## src/rtl/integral_pkg.sv

```systemverilog
// Shared constants and types for the integral-image window reader.
// The window is INTEGRAL_WIDTH x INTEGRAL_HEIGHT words of DATA_WIDTH_12 bits each.
package integral_pkg;
  localparam int ADDR_WIDTH      = 10;
  localparam int DATA_WIDTH_12   = 12;
  localparam int INTEGRAL_WIDTH  = 3;
  localparam int INTEGRAL_HEIGHT = 3;
  localparam int WINDOW_SIZE     = INTEGRAL_WIDTH * INTEGRAL_HEIGHT;
  localparam int WINDOW_BITS     = WINDOW_SIZE * DATA_WIDTH_12;
  localparam int CNT_WIDTH       = $clog2(WINDOW_SIZE + 1);
  localparam int SUM_WIDTH       = DATA_WIDTH_12 + 4;

  typedef enum logic [1:0] {IDLE, READ, DRAIN, HOLD} window_rd_state_t;
  typedef logic [DATA_WIDTH_12-1:0] integral_word_t;
  typedef logic [CNT_WIDTH-1:0]     win_cnt_t;
  typedef logic [SUM_WIDTH-1:0]     win_sum_t;
endpackage

```

## src/rtl/integral_window_reader_if.sv

```systemverilog
// FIFO read port plus window valid/ready bus; master = reader, slave = FIFO/consumer side.
// WINDOW_CHECKSUM_EN adds o_window_sum.
interface integral_window_reader_if;
  import integral_pkg::*;

  integral_word_t          i_fifo_q;
  logic [ADDR_WIDTH-1:0]   i_fifo_usedw;
  logic                    o_fifo_rdreq;
  logic [WINDOW_BITS-1:0]  o_window;
  logic                    o_window_valid;
  logic                    i_window_ready;
  logic [15:0]             o_window_count;
  logic                    o_busy;
`ifdef WINDOW_CHECKSUM_EN
  win_sum_t                o_window_sum;
`endif

  modport master (
    input  i_fifo_q, i_fifo_usedw, i_window_ready,
    output o_fifo_rdreq, o_window, o_window_valid, o_window_count, o_busy
`ifdef WINDOW_CHECKSUM_EN
    , output o_window_sum
`endif
  );

  modport slave (
    output i_fifo_q, i_fifo_usedw, i_window_ready,
    input  o_fifo_rdreq, o_window, o_window_valid, o_window_count, o_busy
`ifdef WINDOW_CHECKSUM_EN
    , input o_window_sum
`endif
  );
endinterface

```

## src/rtl/integral_window_capture.sv

```systemverilog
// Word register bank filled in read order from the FIFO data, one word per cap_en edge; held until the next burst.
// WINDOW_CHECKSUM_EN adds a running sum cleared at burst start.
module integral_window_capture
  import integral_pkg::*;
(
  input  logic                   clk_fpga,
  input  logic                   reset_fpga,
  input  logic                   i_cap_en,
  input  logic                   i_clear,
`ifdef WINDOW_CHECKSUM_EN
  input  logic                   i_burst_start,
  output win_sum_t               o_window_sum,
`endif
  input  integral_word_t         i_fifo_q,
  output logic [WINDOW_BITS-1:0] o_window
);
  win_cnt_t       r_cap_cnt;
  integral_word_t r_words [WINDOW_SIZE];

  always_ff @(posedge clk_fpga or negedge reset_fpga) begin
    if (!reset_fpga) begin
      r_cap_cnt <= '0;
      for (int k = 0; k < WINDOW_SIZE; k++) r_words[k] <= '0;
    end else if (i_clear) begin
      r_cap_cnt <= '0;
    end else if (i_cap_en) begin
      for (int k = 0; k < WINDOW_SIZE; k++)
        if (r_cap_cnt == win_cnt_t'(k)) r_words[k] <= i_fifo_q;
      r_cap_cnt <= r_cap_cnt + win_cnt_t'(1);
    end
  end

  for (genvar k = 0; k < WINDOW_SIZE; k++) begin : g_pack
    assign o_window[k*DATA_WIDTH_12 +: DATA_WIDTH_12] = r_words[k];
  end

`ifdef WINDOW_CHECKSUM_EN
  // Four guard bits cover nine full-scale words without overflow.
  win_sum_t r_sum;
  always_ff @(posedge clk_fpga or negedge reset_fpga) begin
    if (!reset_fpga)
      r_sum <= '0;
    else if (i_burst_start)
      r_sum <= '0;
    else if (i_cap_en)
      r_sum <= r_sum + win_sum_t'(i_fifo_q);
  end
  assign o_window_sum = r_sum;
`endif
endmodule

```

## src/rtl/integral_window_reader.sv

```systemverilog
// Drains one WINDOW_SIZE-word burst from a non-show-ahead FIFO into a parallel window; valid WINDOW_SIZE+2 cycles after start.
// Window held until i_window_ready; bursts start only when a full window is buffered. WINDOW_CHECKSUM_EN adds o_window_sum.
module integral_window_reader
  import integral_pkg::*;
(
  input  logic                     clk_fpga,
  input  logic                     reset_fpga,
  integral_window_reader_if.master bus
);
  window_rd_state_t r_state;
  win_cnt_t         r_rd_cnt;
  logic             r_rd_d1;
  logic             r_window_valid;
  logic [15:0]      r_window_count;
  logic             w_start;
  logic             w_accept;

  assign w_start  = (r_state == IDLE) && (bus.i_fifo_usedw >= ADDR_WIDTH'(WINDOW_SIZE));
  assign w_accept = (r_state == HOLD) && r_window_valid && bus.i_window_ready;

  always_ff @(posedge clk_fpga or negedge reset_fpga) begin
    if (!reset_fpga) begin
      r_state        <= IDLE;
      r_rd_cnt       <= '0;
      r_rd_d1        <= 1'b0;
      r_window_valid <= 1'b0;
      r_window_count <= '0;
    end else begin
      // FIFO data lags rdreq by one cycle, so capture follows the delayed request.
      r_rd_d1 <= (r_state == READ);
      case (r_state)
        IDLE: begin
          if (w_start) begin
            r_state  <= READ;
            r_rd_cnt <= '0;
          end
        end
        READ: begin
          if (r_rd_cnt == win_cnt_t'(WINDOW_SIZE - 1)) begin
            r_state  <= DRAIN;
            r_rd_cnt <= '0;
          end else begin
            r_rd_cnt <= r_rd_cnt + win_cnt_t'(1);
          end
        end
        DRAIN: begin
          r_state        <= HOLD;
          r_window_valid <= 1'b1;
        end
        HOLD: begin
          if (w_accept) begin
            r_state        <= IDLE;
            r_window_valid <= 1'b0;
            r_window_count <= r_window_count + 16'd1;
          end
        end
        default: r_state <= IDLE;
      endcase
    end
  end

  assign bus.o_fifo_rdreq   = (r_state == READ);
  assign bus.o_busy         = (r_state != IDLE);
  assign bus.o_window_valid = r_window_valid;
  assign bus.o_window_count = r_window_count;

  integral_window_capture u_capture (
    .clk_fpga      (clk_fpga),
    .reset_fpga    (reset_fpga),
    .i_cap_en      (r_rd_d1),
    .i_clear       (w_accept),
`ifdef WINDOW_CHECKSUM_EN
    .i_burst_start (w_start),
    .o_window_sum  (bus.o_window_sum),
`endif
    .i_fifo_q      (bus.i_fifo_q),
    .o_window      (bus.o_window)
  );
endmodule

```

## src/flat_wrapper.sv

```systemverilog
// flat-port wrapper written by rule: the top's interface ports become plain ports
module integral_window_reader_flat import integral_pkg::*;
  (clk_fpga, reset_fpga, bus_i_fifo_q, bus_i_fifo_usedw, bus_i_window_ready, bus_o_fifo_rdreq, bus_o_window, bus_o_window_valid, bus_o_window_count, bus_o_busy);
  integral_window_reader_if bus_i ();
  input  logic clk_fpga;
  input  logic reset_fpga;
  input wire logic [$bits(bus_i.i_fifo_q)-1:0] bus_i_fifo_q;
  input wire logic [$bits(bus_i.i_fifo_usedw)-1:0] bus_i_fifo_usedw;
  input wire logic [$bits(bus_i.i_window_ready)-1:0] bus_i_window_ready;
  output wire logic [$bits(bus_i.o_fifo_rdreq)-1:0] bus_o_fifo_rdreq;
  output wire logic [$bits(bus_i.o_window)-1:0] bus_o_window;
  output wire logic [$bits(bus_i.o_window_valid)-1:0] bus_o_window_valid;
  output wire logic [$bits(bus_i.o_window_count)-1:0] bus_o_window_count;
  output wire logic [$bits(bus_i.o_busy)-1:0] bus_o_busy;
  assign bus_i.i_fifo_q = bus_i_fifo_q;
  assign bus_i.i_fifo_usedw = bus_i_fifo_usedw;
  assign bus_i.i_window_ready = bus_i_window_ready;
  assign bus_o_fifo_rdreq = bus_i.o_fifo_rdreq;
  assign bus_o_window = bus_i.o_window;
  assign bus_o_window_valid = bus_i.o_window_valid;
  assign bus_o_window_count = bus_i.o_window_count;
  assign bus_o_busy = bus_i.o_busy;
  integral_window_reader u_core (.clk_fpga(clk_fpga), .reset_fpga(reset_fpga), .bus(bus_i));
endmodule
```

## config.mk

```make
export PLATFORM = sky130hd
export DESIGN_NAME = integral_window_reader_flat
export DESIGN_NICKNAME = d
export VERILOG_FILES = /design/src/rtl/integral_pkg.sv /design/src/rtl/integral_window_reader_if.sv /design/src/rtl/integral_window_capture.sv /design/src/rtl/integral_window_reader.sv /design/src/flat_wrapper.sv
export SDC_FILE = /design/constraint.sdc
export NUM_CORES = 1
export LEC_CHECK = 0
export ABC_AREA = 1
export BUFFER_PORTS_ARGS = -buffer_cell sky130_fd_sc_hd__buf_4
export CAP_MARGIN = 5
export CORE_MARGIN = 2
export CORE_UTILIZATION = 56
export DETAILED_ROUTE_END_ITERATION = 10
export PLACE_DENSITY = 0.85
export SETUP_SLACK_MARGIN = 0.4
export SLEW_MARGIN = 20
export SYNTH_ARGS = -nofsm -noshare
export SYNTH_HDL_FRONTEND = slang
export SYNTH_SLANG_ARGS = --single-unit
export TNS_END_PERCENT = 100
```

## constraint.sdc

```tcl
create_clock -name clk_fpga -period 2.2 [get_ports clk_fpga]
set_input_delay 0.33 -clock clk_fpga [delete_from_list [all_inputs] [get_ports clk_fpga]]
set_output_delay 0.33 -clock clk_fpga [all_outputs]
set_load 0.03 [all_outputs]
```

-- Word-level counts from Yosys, hierarchy flattened
Cells that the tools add are included.
- logic and storage cells: 68
- bits of input ports: 25
- bits in latches: 0
- flip-flop bits (word level): 136
- memory bits (read-only): 0
- RAM bits: 0
- memories kept: 0
- output and inout port bits: 127
- add/subtract/negate cells: 3
- divide/modulo/power cells: 0
- bitwise gates (word level): 1
- shift operators: 0
- multiplexer cells: 11
- magnitude comparators: 1
- $mul: 0
- reduce and logical (&&, ||, !) cells: 22
- equality and inequality tests: 15
- operator list (kind ; number):
    3-bit AND reduction ; 10
    16-bit by 1-bit adder with 16-bit output (second input constant) ; 1
    4-bit by 3-bit equality test with 1-bit output (second input constant) ; 4
    4-bit 2-to-1 mux ; 4
    10-bit by 4-bit >= comparator with 1-bit output (second input constant) ; 1
    4-bit by 1-bit adder with 4-bit output (second input constant) ; 2
    4-bit by 2-bit equality test with 1-bit output (second input constant) ; 2
    4-bit equality test (second input constant) ; 2
    2-bit case mux with 4 select lines ; 1
    4-bit case mux with 2 select lines ; 1
    2-bit nonzero test ; 4
    2-bit 2-to-1 mux ; 3
    2-bit AND reduction ; 3
    2-bit equality test (second input constant) ; 2
    4-bit by 1-bit equality test with 1-bit output (second input constant) ; 1
    4-bit logical NOT ; 1
    2-bit by 1-bit != test with 1-bit output (second input constant) ; 2
    1-bit logical AND ; 3
    2-bit by 1-bit equality test with 1-bit output (second input constant) ; 1
    2-bit logical NOT ; 1
    2-bit != test (second input constant) ; 1
    1-bit case mux with 2 select lines ; 1
    1-bit 2-to-1 mux ; 1
    1-bit NOT ; 1

-- Longest topological paths before layout
- word-level depth: 5
- gate-level depth with buffers: 10
- mapped depth without buffers: 10

-- Modules after synthesis
Synthesis repeated with hierarchy kept, for this count alone.
- cell total of the unflattened synthesis: 700
- area total of the unflattened synthesis: 6009.5 um2
- by module, submodules not included (module ; area each (um2) ; cells an instance ; seq. area each (um2) ; times used):
    integral_window_capture ; 4569.4 ; 520 ; 2802.7 ; 1
    integral_window_reader ; 1440.1 ; 180 ; 600.6 ; 1

-- Least setup slack after synthesis
Ideal clock, no wire load.
- kind: register to register
- start point: reg u_core.r_state[0]
- end point: reg u_core.r_rd_cnt[2]
- required time: 2083 ps
- buffers on the path: 0
- arrival: 1427 ps
- clock period less this slack: 1544 ps
- stages on the path, launching flop included: 11
- setup time: 117 ps
- setup slack: 656 ps
- path through: dfrtp_1 > inv_1 > ha_1 > inv_1 > nor2_1 > nand2_1 > nor2_1 > a21oi_1 > inv_1 > nand2_1 > nand2_1
- cells in the longest elaborated chain, start to end: 4
- elaborated cells on any way between the ends: 7
- classes of those cells: eq/ne: 2; mux: 1; reduce/logical: 4
- RTL lines (item ; line ; RTL):
    from (decl) ; integral_window_reader.sv:10 ; window_rd_state_t r_state;
    from (signal assigned) ; integral_window_reader.sv:23 ; r_state <= IDLE;
    from (signal assigned) ; integral_window_reader.sv:34 ; r_state <= READ;
    from (signal assigned) ; integral_window_reader.sv:40 ; r_state <= DRAIN;
    2-bit logical NOT ; integral_window_reader.sv:18, integral_window_reader.sv:31 ;
    1-bit logical AND ; integral_window_reader.sv:18 ; assign w_start = (r_state == IDLE) && (bus.i_fifo_usedw >= ADDR_WIDTH'(WINDOW_SIZE));
    2-bit by 1-bit != test with 1-bit output (no source line) ; - ;
    2-bit AND reduction (no source line) ; - ;
    to (signal assigned) ; integral_window_reader.sv:43 ; r_rd_cnt <= r_rd_cnt + win_cnt_t'(1);
    to (decl) ; integral_window_reader.sv:11 ; win_cnt_t r_rd_cnt;
Several ways; a longest one is shown, not always the timed one.
A chain may end at the register's enable or synchronous reset.

-- Worst setup path after layout
- start point: reg u_core.r_state[0]
- end point: out bus_o_fifo_rdreq
- cells in the longest elaborated chain, start to end: 1
- RTL lines (item ; line ; RTL):
    2-bit by 1-bit equality test with 1-bit output ; integral_window_reader.sv:62 ; assign bus.o_fifo_rdreq = (r_state == READ);
    to (decl) ; flat_wrapper.sv:10 ; output wire logic [$bits(bus_i.o_fifo_rdreq)-1:0] bus_o_fifo_rdreq;
No other way between the ends.

==> metrics.txt <==
Worst R2R Start u_core.r_state[0]; # H-tree levels 4; Worst Path Required around 1900 ps; I/O pin count ~150; startpoint types flop; Synth Warn # 0; setup tns final 0 ps; Worst Skew 14.8 ps; initial antenna violation count 0; synthesized cell area around 5500 um^2; Setup crit end kind output port; critical setup path kind flop to output port; post-synth net total approximately 600; met1 usage 36.8%; Lkg Pwr between 3 and 4 nW; final setup fails 0; Fillers 604; slew margin rel. 58.8%; max-slew violations 0; vias in the first global route roughly 4500; grt total ovfl 0; met2 Use GR between 40% and 50%; Period minus WS final roughly 1900 ps; HPWL after detailed placement 9630 um; Clk Latency, worst-skew pair 530 ps; top-area cell type share of the netlist area between 60% and 70%; Buffers on Ports roughly 150; first-pass GRT wire length between 20000 and 25000 um; WHS 253 ps; max-cap viol count 0; Die Area between 10000 and 15000 um^2; All-Layer GR Usage between 20% and 30%; hold crit path type input pin to flop; Critical Path Start u_core.r_state[0]; pin count of the biggest net entering global routing 51; Core ar. ~9600 um^2; Initial Util between 50% and 60%; met3 GRT Util around 7.5%; crit path max fanout 4; WL/cell 18.0 um; clk root buf clkbuf_8; Placer Congestion between 0.9 and 1; DP Area 6770 um^2; clock buffer count from CTS 17; Power Density about 1700 nW/um^2; Reg-to-Reg End u_core.u_capture.o_window[29]; drt total wl between 15000 and 20000 um; Tightest Pin Transition just over 600 ps; reg2reg setup slack roughly 380 ps; Top Usage Layer GRT met2; Final #Nets 766; Final Hold Vio Count 0; Synth Instances 563; Yosys top cell by area dfrtp_1; number of antenna cells inserted 0; area grow syn2layout 35.5%; RSZ-0062 raised after global routing true; layout cell share with drive strength beyond 1 just under 30%; clock buffer depth 2; status complete, no violations; first drt pass iteration count 5; Die X 103 um; Max VDD drop about 1.0 mV; synthesis-stage register bit count approximately 140; Initial DRC Count between 400 and 500; Final Cycle Share 84.2%; synth top area cells dfrtp_1 (62%), nand2_1 (11%), o21ai_0 (10%); remaining design rule violation count 0; FF-to-FF path depth 6; sequential fraction of the synthesis area between 60% and 70%; Vias/cell 5.48; clk slew on worst S/H paths around 60 ps; Vias between 4000 and 5000; Arr. time, crit path 1520 ps; syn avg cell area 9.74 um^2; Fmax 0.540 GHz; Worst setup endpoint bus_o_fifo_rdreq; CTS tree yes; chip height roughly 100 um; post-route ant nets 0; clock sink count about 140; Finished Cell Area 7430 um^2; count of different cell masters after synthesis 31; # rows 36
## per-stage QoR
| stage | util, % | instances | setup slack (ps) | total power, mW |
|---|---|---|---|---|
| global placement | 70.2 | 836 | 578 | 9.27 |
| CTS | 76.3 | 870 | 360 | 12.3 |
| finish | 77.1 | 876 | 348 | 12.5 |
| floorplan | - | 563 | 656 | 7.33 |
| global route | 77.1 | 876 | 225 | 13.1 |
| detailed placement | 70.2 | 836 | 456 | 9.48 |
## area by class of cell
| cell class | instances | area, um^2 | area share, % |
|---|---|---|---|
| repair buffers | 168 | 1300 | 17.5 |
| well taps | 133 | 166 | 2.24 |
| inverters | 42 | 163 | 2.19 |
| flip-flops and latches | 136 | 3400 | 45.8 |
| clock inverters | 12 | 118 | 1.58 |
| clock buffers | 20 | 435 | 5.86 |
| multi-input cells | 365 | 1850 | 24.8 |
## placed cells by master, fill, tap and decap left out, types with 2 or more instances in the layout
cell type	Yosys	routed
clkinvlp_4	0	4
buf_6	1	3
nand3b_1	2	2
ha_4	0	2
nand4_1	12	12
nor2_4	3	3
xor2_1	6	6
o21ai_0	113	112
nor2_1	23	23
inv_6	0	5
clkbuf_1	4	2
inv_2	1	2
clkinv_4	0	2
a21oi_1	3	3
ha_1	11	9
buf_4	2	162
nand3_1	10	10
nor3_1	2	2
xnor2_1	4	4
nand2_1	162	161
dfrtp_1	136	136
buf_12	0	2
inv_1	41	39
clkbuf_8	0	2
nand3_2	4	4
clkbuf_16	0	16
## Yosys cell counts
cell type / number
a21oi_1: 3
a31oi_1: 1
buf_2: 8
buf_4: 2
buf_6: 1
clkbuf_1: 4
clkbuf_2: 5
dfrtp_1: 136
ha_1: 11
inv_1: 41
inv_2: 1
nand2_1: 162
nand2_4: 1
nand3_1: 10
nand3_2: 4
nand3b_1: 2
nand4_1: 12
nor2_1: 23
nor2_2: 1
nor2_4: 3
nor2_8: 1
nor3_1: 2
nor3b_1: 1
nor4_1: 1
o21ai_0: 113
o21bai_1: 1
o22ai_1: 1
or2_2: 1
xnor2_1: 4
xor2_1: 6
xor2_2: 1
## critical path, stage by stage (launching register included)
cell and delay [ps]:
dfrtp_1 410, buf_4 150, buf_4 130, ha_4 170
buf_6 140
## cell families after synthesis
group,count (synthesis),synth area share [%]
XOR/XNOR,11,1.89
AO/OA/AOI/OAI,119,10.9
buffers and inverters,62,4.81
adder cells (fa/ha/maj),11,2.51
AND/OR/NAND/NOR,224,17.8
flip-flops,136,62.0
## routing by layer
| layer | share of wire (%) | up-vias |
|---|---|---|
| met1 | 38 | 2316 |
| met4 | 4.1 | 0 |
| met5 | 0 | - |
| met3 | 6.9 | 54 |
| met2 | 51 | 262 |
| li1 | - | 2170 |
## state kept, by name (all words and copies together), names as in the netlist
name	cells
u_core.u_capture.o_window	108
u_core.r_rd_d1	1
u_core.bus.o_window_count	16
u_core.r_rd_cnt	4
u_core.bus.o_window_valid	1
u_core.r_state	2
u_core.u_capture.r_cap_cnt	4
## how the worst min path moves through the flow
stage | cells after the start | from | slack, ps | endpoint
3_3_place_gp | 1 | reset_fpga | 370 | u_core.r_rd_cnt[2]
3_5_place_dp | 1 | reset_fpga | 380 | u_core.r_rd_cnt[2]
5_1_grt | 3 | bus_i_fifo_q[11] | 240 | u_core.u_capture.o_window[83]
4_1_cts | 3 | bus_i_fifo_q[11] | 220 | u_core.u_capture.o_window[11]
2_1_floorplan | 0 | reset_fpga | 30 | u_core.bus.o_window_count[0]
6_report | 3 | bus_i_fifo_q[11] | 250 | u_core.u_capture.o_window[11]
## power breakdown
group          switching [mW]  leakage, nW  total (mW)  internal, mW
sequential              0.751         1.77        4.27          3.52
combinational            3.61         1.84        5.56          1.95
clock                    1.12        0.259        2.67          1.54
## what timing repair did
item / CTS / global route
resized for setup: 6 / 7
hold endpoints to repair: 43 / 0
buffers inserted: 1 / 6
hold buffers: 1 / 0
setup endpoints to repair: 8 / 39
pin swaps: 0 / 1
Note: power is estimated with default switching activity, not from simulation.
